File: src/rtl/pipeline_stage_skid.sv
// Multi-lane pipeline stage with valid/ready handshake and a 2-entry skid buffer.
// in_ready is a flop, so upstream stall logic never sees downstream out_ready combinationally.
module pipeline_stage_skid #(
  parameter int                   LANES        = 2,
  parameter int                   INSTR_W      = 32,
  parameter int                   PC_W         = 32,
  parameter logic [INSTR_W-1:0]   BUBBLE_INSTR = 32'h00000013
) (
  input  logic                     CLK,
  input  logic                     RESET,
  input  logic                     FlushD,
  input  logic [LANES-1:0]         in_valid,
  input  logic [LANES*INSTR_W-1:0] in_instr,
  input  logic [LANES*PC_W-1:0]    in_pc,
  output logic                     in_ready,
  output logic [LANES-1:0]         out_valid,
  output logic [LANES*INSTR_W-1:0] out_instr,
  output logic [LANES*PC_W-1:0]    out_pc,
  input  logic                     out_ready,
  output logic [1:0]               occupancy
);

  // Handshake: a group moves when its side's valid (any lane) and ready are both high
  // on the same rising edge; a presented group holds its data until that happens.
  typedef enum logic [1:0] {
    EMPTY = 2'd0,
    ONE   = 2'd1,
    TWO   = 2'd2
  } state_t;

  state_t                   state_q, state_d;
  logic                     in_ready_q;
  logic [LANES-1:0]         main_v, skid_v;
  logic [LANES*INSTR_W-1:0] main_i, skid_i;
  logic [LANES*PC_W-1:0]    main_p, skid_p;

  logic [LANES*INSTR_W-1:0] in_i_m;
  logic [LANES*PC_W-1:0]    in_p_m;
  logic                     in_fire, out_fire;
  logic                     ld_main_in, ld_skid_in, mv_skid, clr_main;

  assign in_fire  = (|in_valid) & in_ready_q;
  assign out_fire = (|main_v) & out_ready;

  // Invalid lanes are turned into bubbles before they are stored.
  always_comb begin
    in_i_m = '0;
    in_p_m = '0;
    for (int i = 0; i < LANES; i++) begin
      in_i_m[i*INSTR_W +: INSTR_W] = in_valid[i] ? in_instr[i*INSTR_W +: INSTR_W] : BUBBLE_INSTR;
      in_p_m[i*PC_W +: PC_W]       = in_valid[i] ? in_pc[i*PC_W +: PC_W] : '0;
    end
  end

  always_comb begin
    state_d    = state_q;
    ld_main_in = 1'b0;
    ld_skid_in = 1'b0;
    mv_skid    = 1'b0;
    clr_main   = 1'b0;
    case (state_q)
      EMPTY: begin
        if (in_fire) begin
          state_d    = ONE;
          ld_main_in = 1'b1;
        end
      end
      ONE: begin
        if (in_fire && out_fire) begin
          ld_main_in = 1'b1;
        end else if (in_fire) begin
          state_d    = TWO;
          ld_skid_in = 1'b1;
        end else if (out_fire) begin
          state_d  = EMPTY;
          clr_main = 1'b1;
        end
      end
      TWO: begin
        if (out_fire) begin
          state_d = ONE;
          mv_skid = 1'b1;
        end
      end
      default: state_d = EMPTY;
    endcase
  end

  always_ff @(posedge CLK) begin
    if (RESET || FlushD) begin
      state_q    <= EMPTY;
      in_ready_q <= 1'b1;
      main_v     <= '0;
      main_i     <= {LANES{BUBBLE_INSTR}};
      main_p     <= '0;
      skid_v     <= '0;
      skid_i     <= {LANES{BUBBLE_INSTR}};
      skid_p     <= '0;
    end else begin
      state_q    <= state_d;
      in_ready_q <= (state_d != TWO);
      if (ld_main_in) begin
        main_v <= in_valid;
        main_i <= in_i_m;
        main_p <= in_p_m;
      end else if (mv_skid) begin
        main_v <= skid_v;
        main_i <= skid_i;
        main_p <= skid_p;
      end else if (clr_main) begin
        main_v <= '0;
        main_i <= {LANES{BUBBLE_INSTR}};
        main_p <= '0;
      end
      if (ld_skid_in) begin
        skid_v <= in_valid;
        skid_i <= in_i_m;
        skid_p <= in_p_m;
      end else if (mv_skid) begin
        skid_v <= '0;
        skid_i <= {LANES{BUBBLE_INSTR}};
        skid_p <= '0;
      end
    end
  end

  assign in_ready  = in_ready_q;
  assign out_valid = main_v;
  assign out_instr = main_i;
  assign out_pc    = main_p;
  assign occupancy = state_q;

endmodule

File: config.mk
export PLATFORM = sky130hd
export DESIGN_NAME = pipeline_stage_skid
export DESIGN_NICKNAME = d
export VERILOG_FILES = /design/src/rtl/pipeline_stage_skid.sv
export SDC_FILE = /design/constraint.sdc
export NUM_CORES = 1
export LEC_CHECK = 0
export ABC_AREA = 1
export BUFFER_PORTS_ARGS = -buffer_cell sky130_fd_sc_hd__buf_2
export CAP_MARGIN = 20
export CORE_UTILIZATION = 50
export CTS_CLUSTER_SIZE = 40
export DETAILED_ROUTE_END_ITERATION = 7
export HOLD_SLACK_MARGIN = 0.02
export PLACE_DENSITY = 0.72
export SLEW_MARGIN = 20
export SYNTH_ARGS = -nofsm -noshare
export SYNTH_HDL_FRONTEND = slang
export SYNTH_SLANG_ARGS = --single-unit
File: constraint.sdc
create_clock -name CLK -period 1.8 [get_ports CLK]
set_input_delay 0.36 -clock CLK [delete_from_list [all_inputs] [get_ports CLK]]
set_output_delay 0.36 -clock CLK [all_outputs]
set_load 0.01 [all_outputs]
# After elaboration in Yosys (flattened, before gate mapping)

Index checks and enable logic that the tools add are counted.

Word-level logic and storage cells: 55
Input bits: 134
Register bits: 263
Output and inout port bits: 133

Reduce and logical (&&, ||, !) cells: 7
Mux-type cells: 35
Equality and inequality tests: 3
Bitwise operators: 2

Operators by type and width:

| kind                                                             | number |
|---|---|
| 64-bit 2-to-1 mux                                                | 10 |
| 32-bit 2-to-1 mux                                                | 4 |
| 2-bit 2-to-1 mux                                                 | 10 |
| 1-bit 2-to-1 mux                                                 | 9 |
| 2-bit one-hot mux with 3 select lines                            | 1 |
| 2-bit OR reduction                                               | 2 |
| 3-bit nonzero test                                               | 1 |
| 1-bit bitwise AND                                                | 2 |
| 2-bit by 1-bit == test with 1-bit output (second input constant) | 1 |
| 2-bit == test (second input constant)                            | 1 |
| 2-bit zero test                                                  | 1 |
| 2-bit inequality test (second input constant)                    | 1 |
| 1-bit one-hot mux with 2 select lines                            | 1 |
| 2-bit nonzero test                                               | 1 |
| 1-bit logical AND                                                | 1 |
| 1-bit logical OR                                                 | 1 |

# Logic depth before layout (Yosys ltp)

Gate-level depths: netlist (run 1).

Depth in word-level cells: 9
Mapped depth: 11
Gate-level depth less buffers: 8

# Worst setup path before layout (run 1)

OpenSTA, ideal clock, no wires.

Path kind: in2reg
From: in in_valid[1]
To: reg main_i[3] (netlist: out_instr[3])
Stages on the path: 9
Data arrival time: 1432 ps
Path buffers: 3
Setup slack: 257 ps
Library setup time: 111 ps
Cells stage by stage: buf_2 -> o21ai_2 -> nor2_2 -> nand2_2 -> buf_2 -> buf_2 -> nor2_1 -> nor2_1 -> nor2_1

Longest elaborated chain between the ends: 6
Elaborated cells on any way between the ends: 11
Classes of those cells: 7 x mux; 1 x bitwise; 3 x reduce/logical

RTL lines:

| element                                                                   | RTL line | text |
|---|---|---|
| start, declared                                                           | 12       | `input logic [LANES-1:0] in_valid,` |
| 2-bit OR reduction *                                                      | 42       | `assign in_fire = (\|in_valid) & in_ready_q;` |
| 1-bit bitwise AND *                                                       | 42       |  |
| 1-bit logical AND or 1-bit 2-to-1 mux (tied branches)                     | 69, 71   |  |
| 1-bit 2-to-1 mux                                                          | 69       | `if (in_fire && out_fire) begin` |
| 1-bit one-hot mux with 2 select lines or 1-bit 2-to-1 mux (tied branches) | 61       | `case (state_q)` |
| 3-bit nonzero test (no line) or 64-bit 2-to-1 mux (tied branches)         | n/a      |  |
| end signal, assigned                                                      | 94       | `main_i <= {LANES{BUBBLE_INSTR}};` |
| end signal, assigned                                                      | 104      | `main_i <= in_i_m;` |
| end signal, assigned                                                      | 108      | `main_i <= skid_i;` |
| end, declared                                                             | 34       | `logic [LANES*INSTR_W-1:0] main_i, skid_i;` |

Every way passes the cells marked *; elsewhere a longest branch is shown, timed or not.
A chain may end at the register's enable or synchronous reset.

# Final worst setup path (run 1)

From: reg state_q[1] (netlist: occupancy[1])
To: reg main_i[53] (netlist: out_instr[53])

Longest elaborated chain between the ends: 4
Elaborated cells on any way between the ends: 9
Classes of those cells: 2 x eq/ne; 5 x mux; 2 x reduce/logical

RTL lines:

| element                | RTL line | text |
|---|---|---|
| start, declared        | 31       | `state_t state_q, state_d;` |
| start signal, assigned | 100      | `state_q <= state_d;` |
| 2-bit == test          | 61       |  |
| 1-bit 2-to-1 mux       | 61       |  |
| 64-bit 2-to-1 mux      | 106      | `end else if (mv_skid) begin` |
| 64-bit 2-to-1 mux      | 102      | `if (ld_main_in) begin` |
| end signal, assigned   | 104      |  |
| end signal, assigned   | 108      |  |
| end signal, assigned   | 112      | `main_i <= {LANES{BUBBLE_INSTR}};` |

Parallel ways exist; a longest one is shown, timed or not.

==> reports/qor.yml, run 1 <==
clk_pin_slew_ns: 0.06
numCtsBuffers: 29
avgViaCountPerCell: 5.266
synth_compound_area_frac: 0.07353
skew_ns: 0.007455
cap_violations: 0
ir_drop_mv: 0.5805
critical_path_arrival_ns: 2.10
die-width_um: 160.6
synthCells: 1959
hold_viol: 0
synth_top_area_share: 0.4187
grt_max_degree: 101
yosys.cell_count.top_type: "nand2_1"
ff2ff_path_depth: 7
clock-sinks: 263
min_path_type: "in2reg"
die_area_um2: 25790
drv_slew: 0
postCtsSetupRepairBufs: 0
drc_errors: 0
firstDrtPassIters: 6
cts_tree: "done"
grt.met3_usage: 0.03926
row_count: 57
synth_fa_ha_area_frac: 0
r2r_slack_ns: 0.16
synth_top_family_by_area: "simple AND/OR/NAND/NOR gates"
critical_path.slowest_cell: "dfxtp_1"
power_density_nw_per_um2: 940.7
clock_path_buffers: 3
gr-usage-all-layers: 0.2788
num_vias: 13010
synth_xor_area_frac: 0
grt.met2_usage: 0.4530
min_from: "in_instr[62]"
synth_cell_type_count: 23
finalCriticalPeriod_ns: 1.640
start_kind: "flip-flop"
outcome: "completed"
cp.required_ns: 2.26
grt_busiest_layer: "met2"
wl_um: 36380
fin_area_um2: 15110
drive_above_1_share: 0.1748
synth-main-ff-cell: "dfxtp_1"
synthMuxAreaShare: 0
fin_crit_sh: 0.9109
syn-cell-area_um2: 12580
start_util: 0.5141
reg2reg_from: "occupancy[1]$_SDFF_PP0_"
endpoint_kind: "flip-flop"
routabilityCongestion: 0.8227
path_common_cell: "nand2_1"
worst_r2r_endpoint: "out_instr[53]$_SDFFE_PP0P_"
grt_antenna_before_repair: 3
final_antenna_net_count: 0
grt_pass1_vias: 11820
synthSimpleGateAreaFrac: 0.4112
die_h_um: 160.6
cp_top_family: "simple AND/OR/NAND/NOR gates"
overflow: 0
tightest_slew_ns: 0.6444
use_met1: 0.3795
power.leakage_nw: 6.743
critPathMaxStageDelay_ns: 0.47
synth_area_leaders: "dfxtp_1, nand2_1, nand3_1"
total_power_mw: 14.21
synth_commonest_cells: "nand2_1, nand3_1, dfxtp_1"
grt_pass1_wl_um: 59910
path_buf_inv: 2
relSlewSlack: 0.5704
drt-initial-drc-count: 1059
syn_area_per_cell_um2: 6.420
core_area_um2: 24460
synth_top_cell_by_area: "dfxtp_1"
synth_nets: 2093
num_io_pins: 267
clkLatencyLatePin_ns: 0.54
fmaxAchievable_mhz: 609.9
cp_max_fo: 27
placed_area_um2: 14200
hold_slack_ns: 0.1007
h-tree-depth: 1
hold_end: "skid_i[62]$_SDFFE_PP0P_"
crit_cells: 7
post_drt_wl_per_cell_um: 14.72
final.setup.tns_ns: 0
setup_viol: 0
async_flop_share: 0
cts_root_buf: "clkbuf_16"
synthToLayoutAreaGrowth_pct: 20.14
yosysWarningCount: 0
rsz0062_at_grt: "no"
fillCellCount: 2326
yosysSeqAreaShare: 0.4187
place_hpwl_um: 21870
nNetsFinal: 2261
synth_seq_cells: 263
synth_edf_count: 0
worstSetupPathType: "reg2reg"
io_buffers: 266
crit_chain: "inv_2, nor2_4, buf_4, nand3_1, nand2_1, nand2_1, a21oi_1"
min_path_cells: 3
area by class of cell:
| type | count | area (um2) | area share |
|---|---|---|---|
| clock inverters | 9 | 47.55 | 0.003147 |
| clock buffers | 40 | 857.1 | 0.05673 |
| diodes | 2 | 5.005 | 0.0003313 |
| flip-flops and latches | 263 | 5266 | 0.3486 |
| repair buffers | 306 | 1912 | 0.1265 |
| well taps | 324 | 405.4 | 0.02683 |
| inverters | 121 | 461.7 | 0.03056 |
| multi-input cells | 1406 | 6153 | 0.4073 |
kinds of logic after synthesis:
kind of cell	count (synthesis)
simple gates	1224
buf+inv	290
compound gates	182
flops	263
power by group:
part / leakage, nW / switching (mW) / internal [mW] / total [mW]
logic: 4.15 / 1.62 / 0.845 / 2.46
registers: 2.13 / 0.120 / 6.03 / 6.15
clock network: 0.456 / 2.32 / 3.28 / 5.60
through the flow:
step	setup slack (ns)	instances	utilization
2_1_floorplan	0.2566	1959	-
3_3_place_gp	0.1690	2420	0.5804
3_5_place_dp	0.1414	2420	0.5804
4_1_cts	0.1122	2469	0.6174
5_1_grt	0.03427	2470	0.6175
6_report	0.1603	2471	0.6176
worst register-to-register path, delay by kind of cell (launching register included):
family | cells | cell delay [ns]
AOI/OAI and AO/OA | 1 | 0.14
buffers and inverters | 2 | 0.45
DFF | 1 | 0.47
and+or+nand+nor | 4 | 0.50
cells in the final DEF (no fill, tap or decap), drive strengths merged, types with 8 or more instances in the layout:
master  count
nand2     549
nand3     411
buf       306
dfxtp     263
nor2      251
a21oi     171
inv       121
clkbuf     40
clkinv      8
o21ai       8
worst max-delay path by stage:
| stage | start | to |
|---|---|---|
| final | occupancy[1]$_SDFF_PP0_ | out_instr[53]$_SDFFE_PP0P_ |
| after CTS | occupancy[0]$_SDFF_PP0_ | skid_p[22]$_SDFFE_PP0P_ |
| after global routing | occupancy[1]$_SDFF_PP0_ | out_pc[53]$_SDFFE_PP0P_ |
| after floorplan | in_valid[1] | out_instr[3]$_SDFFE_PP0P_ |
| after global placement | occupancy[0]$_SDFF_PP0_ | skid_p[16]$_SDFFE_PP0P_ |
| after detailed placement | occupancy[0]$_SDFF_PP0_ | skid_p[22]$_SDFFE_PP0P_ |
flip-flops by register name, summed over array words and instances, names as in the netlist:
name / count
out_pc: 64
out_valid: 2
occupancy: 2
skid_i: 64
skid_p: 64
out_instr: 64
in_ready: 1
skid_v: 2
what timing repair did:
| item | 4_1_cts | 5_1_grt |
|---|---|---|
| gates resized for setup | 0 | 1 |
| hold endpoints to repair | 0 | 0 |
| hold buffers | 0 | 0 |
| endpoints found under the setup margin | 0 | 38 |
layer usage:
metal | part of all wire | wire (um) | up-vias
met5 | 0.00033 | 12 | -
met4 | 0.029 | 1046 | 2
met3 | 0.074 | 2710 | 74
met2 | 0.46 | 16690 | 503
met1 | 0.44 | 15930 | 5858
li1 | - | - | 6576
No activity file was read; power rests on OpenSTA's default activity.
==> inputs of run 2 (changes only) <==
==> constraint.sdc (replaced) <==
create_clock -name CLK -period 1.75 [get_ports CLK]
set_input_delay 0.35 -clock CLK [delete_from_list [all_inputs] [get_ports CLK]]
set_output_delay 0.35 -clock CLK [all_outputs]
set_load 0.01 [all_outputs]
==> run 2 against run 1 <==
Sequential power up 3%. Sequential share of layout area down 0.46 points. Maximum frequency down 0.88%. Total power up 5.1%. Global-route usage up 0.079 points. Critical path type unchanged. Largest cell class unchanged.
==> reports/qor.yml, run 2 (synthesis results as in run 1) <==
place_hpwl_um: 22740
avgViaCountPerCell: 5.342
final_cell_mix: "nand2_1, nand3_1, buf_2"
final_antenna_net_count: 0
hold_buffers: 0
setup_viol: 0
final_common_cell: "nand2_1"
row_count: 57
clock_path_buffers: 3
endpoint_kind: "flip-flop"
die_area_um2: 25790
cts_root_buf: "clkbuf_16"
placed_area_um2: 14290
grt_pass1_vias: 12050
drv_slew: 0
multi_input_area_um2: 6158
die-width_um: 160.6
clock-sinks: 263
core_area_um2: 24460
cp_max_fo: 22
drc_errors: 0
hold_viol: 0
finalCriticalPeriod_ns: 1.654
fillCellCount: 2291
cts_tree: "done"
cp.required_ns: 2.18
gr-usage-all-layers: 0.2796
grt_busiest_layer: "met2"
skew_ns: 0.008687
total_power_mw: 14.93
critical_path_arrival_ns: 2.08
power.leakage_nw: 6.852
clkLatencyLatePin_ns: 0.54
fmaxAchievable_mhz: 604.5
worstSetupPathType: "reg2reg"
ff2ff_path_depth: 10
numCtsBuffers: 28
register_area_um2: 5268
nNetsFinal: 2272
wl_um: 37970
fin_crit_sh: 0.9453
drive_above_1_share: 0.1792
grt_antenna_before_repair: 2
cap_violations: 0
grt.met3_usage: 0.04158
grt_max_degree: 87
h-tree-depth: 1
routabilityCongestion: 0.8258
synthToLayoutAreaGrowth_pct: 21.76
die_h_um: 160.6
grt.met2_usage: 0.4721
drt-initial-drc-count: 1051
fin_area_um2: 15310
overflow: 0
tightest_slew_ns: 0.6298
num_io_pins: 267
start_util: 0.5141
relSlewSlack: 0.5801
post_drt_wl_per_cell_um: 15.29
ir_drop_mv: 0.6316
clk_pin_slew_ns: 0.06
use_met1: 0.3632
num_vias: 13270
io_buffers: 266
outcome: "completed"
power_density_nw_per_um2: 975.3
firstDrtPassIters: 6
start_kind: "flip-flop"
min_path_type: "in2reg"
min_path_cells: 3
grt_pass1_wl_um: 59750
final.setup.tns_ns: 0
## run 2: path summary, 6_finish.rpt
| kind | start | slack, ns | to |
|---|---|---|---|
| worst max-delay path | occupancy[0]$_SDFF_PP0_ | 0.1 | out_valid[1]$_SDFFE_PP0P_ |
| worst min register to register | out_instr[56]$_SDFFE_PP0P_ | 0.46 | out_instr[56]$_SDFFE_PP0P_ |
| worst max register to register | occupancy[0]$_SDFF_PP0_ | 0.1 | out_valid[1]$_SDFFE_PP0P_ |
| worst min-delay path | in_pc[5] | 0.09 | skid_p[5]$_SDFFE_PP0P_ |
## run 2: where the power goes
part	internal, mW	total, mW	switching [mW]
sequential	6.20	6.32	0.122
clock	3.48	5.91	2.42
combinational	0.964	2.70	1.74
total	10.7	14.9	4.28
## run 2: worst max-delay path, stage by stage, from the launching register on
cell and delay (ns):
dfxtp_1 0.36, nor2_2 0.14, inv_1 0.06, nand2_2 0.09, nand2_1 0.10, nor2_4 0.18, buf_4 0.16, clkbuf_16 0.20
nand2_1 0.06, nor2_1 0.12, nor2_1 0.05
## run 2: layout make-up
| type | count | share of cell area |
|---|---|---|
| well taps | 324 | 0.02647 |
| flip-flops and latches | 263 | 0.3440 |
| multi-input cells | 1406 | 0.4022 |
| diodes | 1 | 0.0001634 |
| clock inverters | 11 | 0.006864 |
| clock buffers | 40 | 0.05270 |
| inverters | 121 | 0.03015 |
| repair buffers | 318 | 0.1374 |
## run 2: routing by layer
| layer | routed length (um) | vias up | share of wire |
|---|---|---|---|
| li1 | - | 6617 | - |
| met4 | 1076 | 2 | 0.028 |
| met1 | 16110 | 6025 | 0.42 |
| met5 | 8 | - | 0.00021 |
| met2 | 17880 | 550 | 0.47 |
| met3 | 2900 | 75 | 0.076 |
## run 2: what timing repair did
action                     CTS  global route
resized for setup            0             4
hold endpoints to repair     0             0
setup endpoints to repair    0            31
buffers inserted             0             3
## run 2: metrics by stage
| step | std cells | utilization | setup WS (ns) | hold WS, ns |
|---|---|---|---|---|
| final | 2484 | 0.6260 | 0.09569 | 0.08654 |
| after global routing | 2484 | 0.6260 | -0.01301 | 0.08237 |
| after floorplan | 1959 | - | 0.2166 | 0.4573 |
| after detailed placement | 2426 | 0.5843 | 0.1288 | 0.4550 |
| after CTS | 2477 | 0.6216 | 0.1170 | 0.07021 |
| after global placement | 2426 | 0.5843 | 0.1725 | 0.4508 |
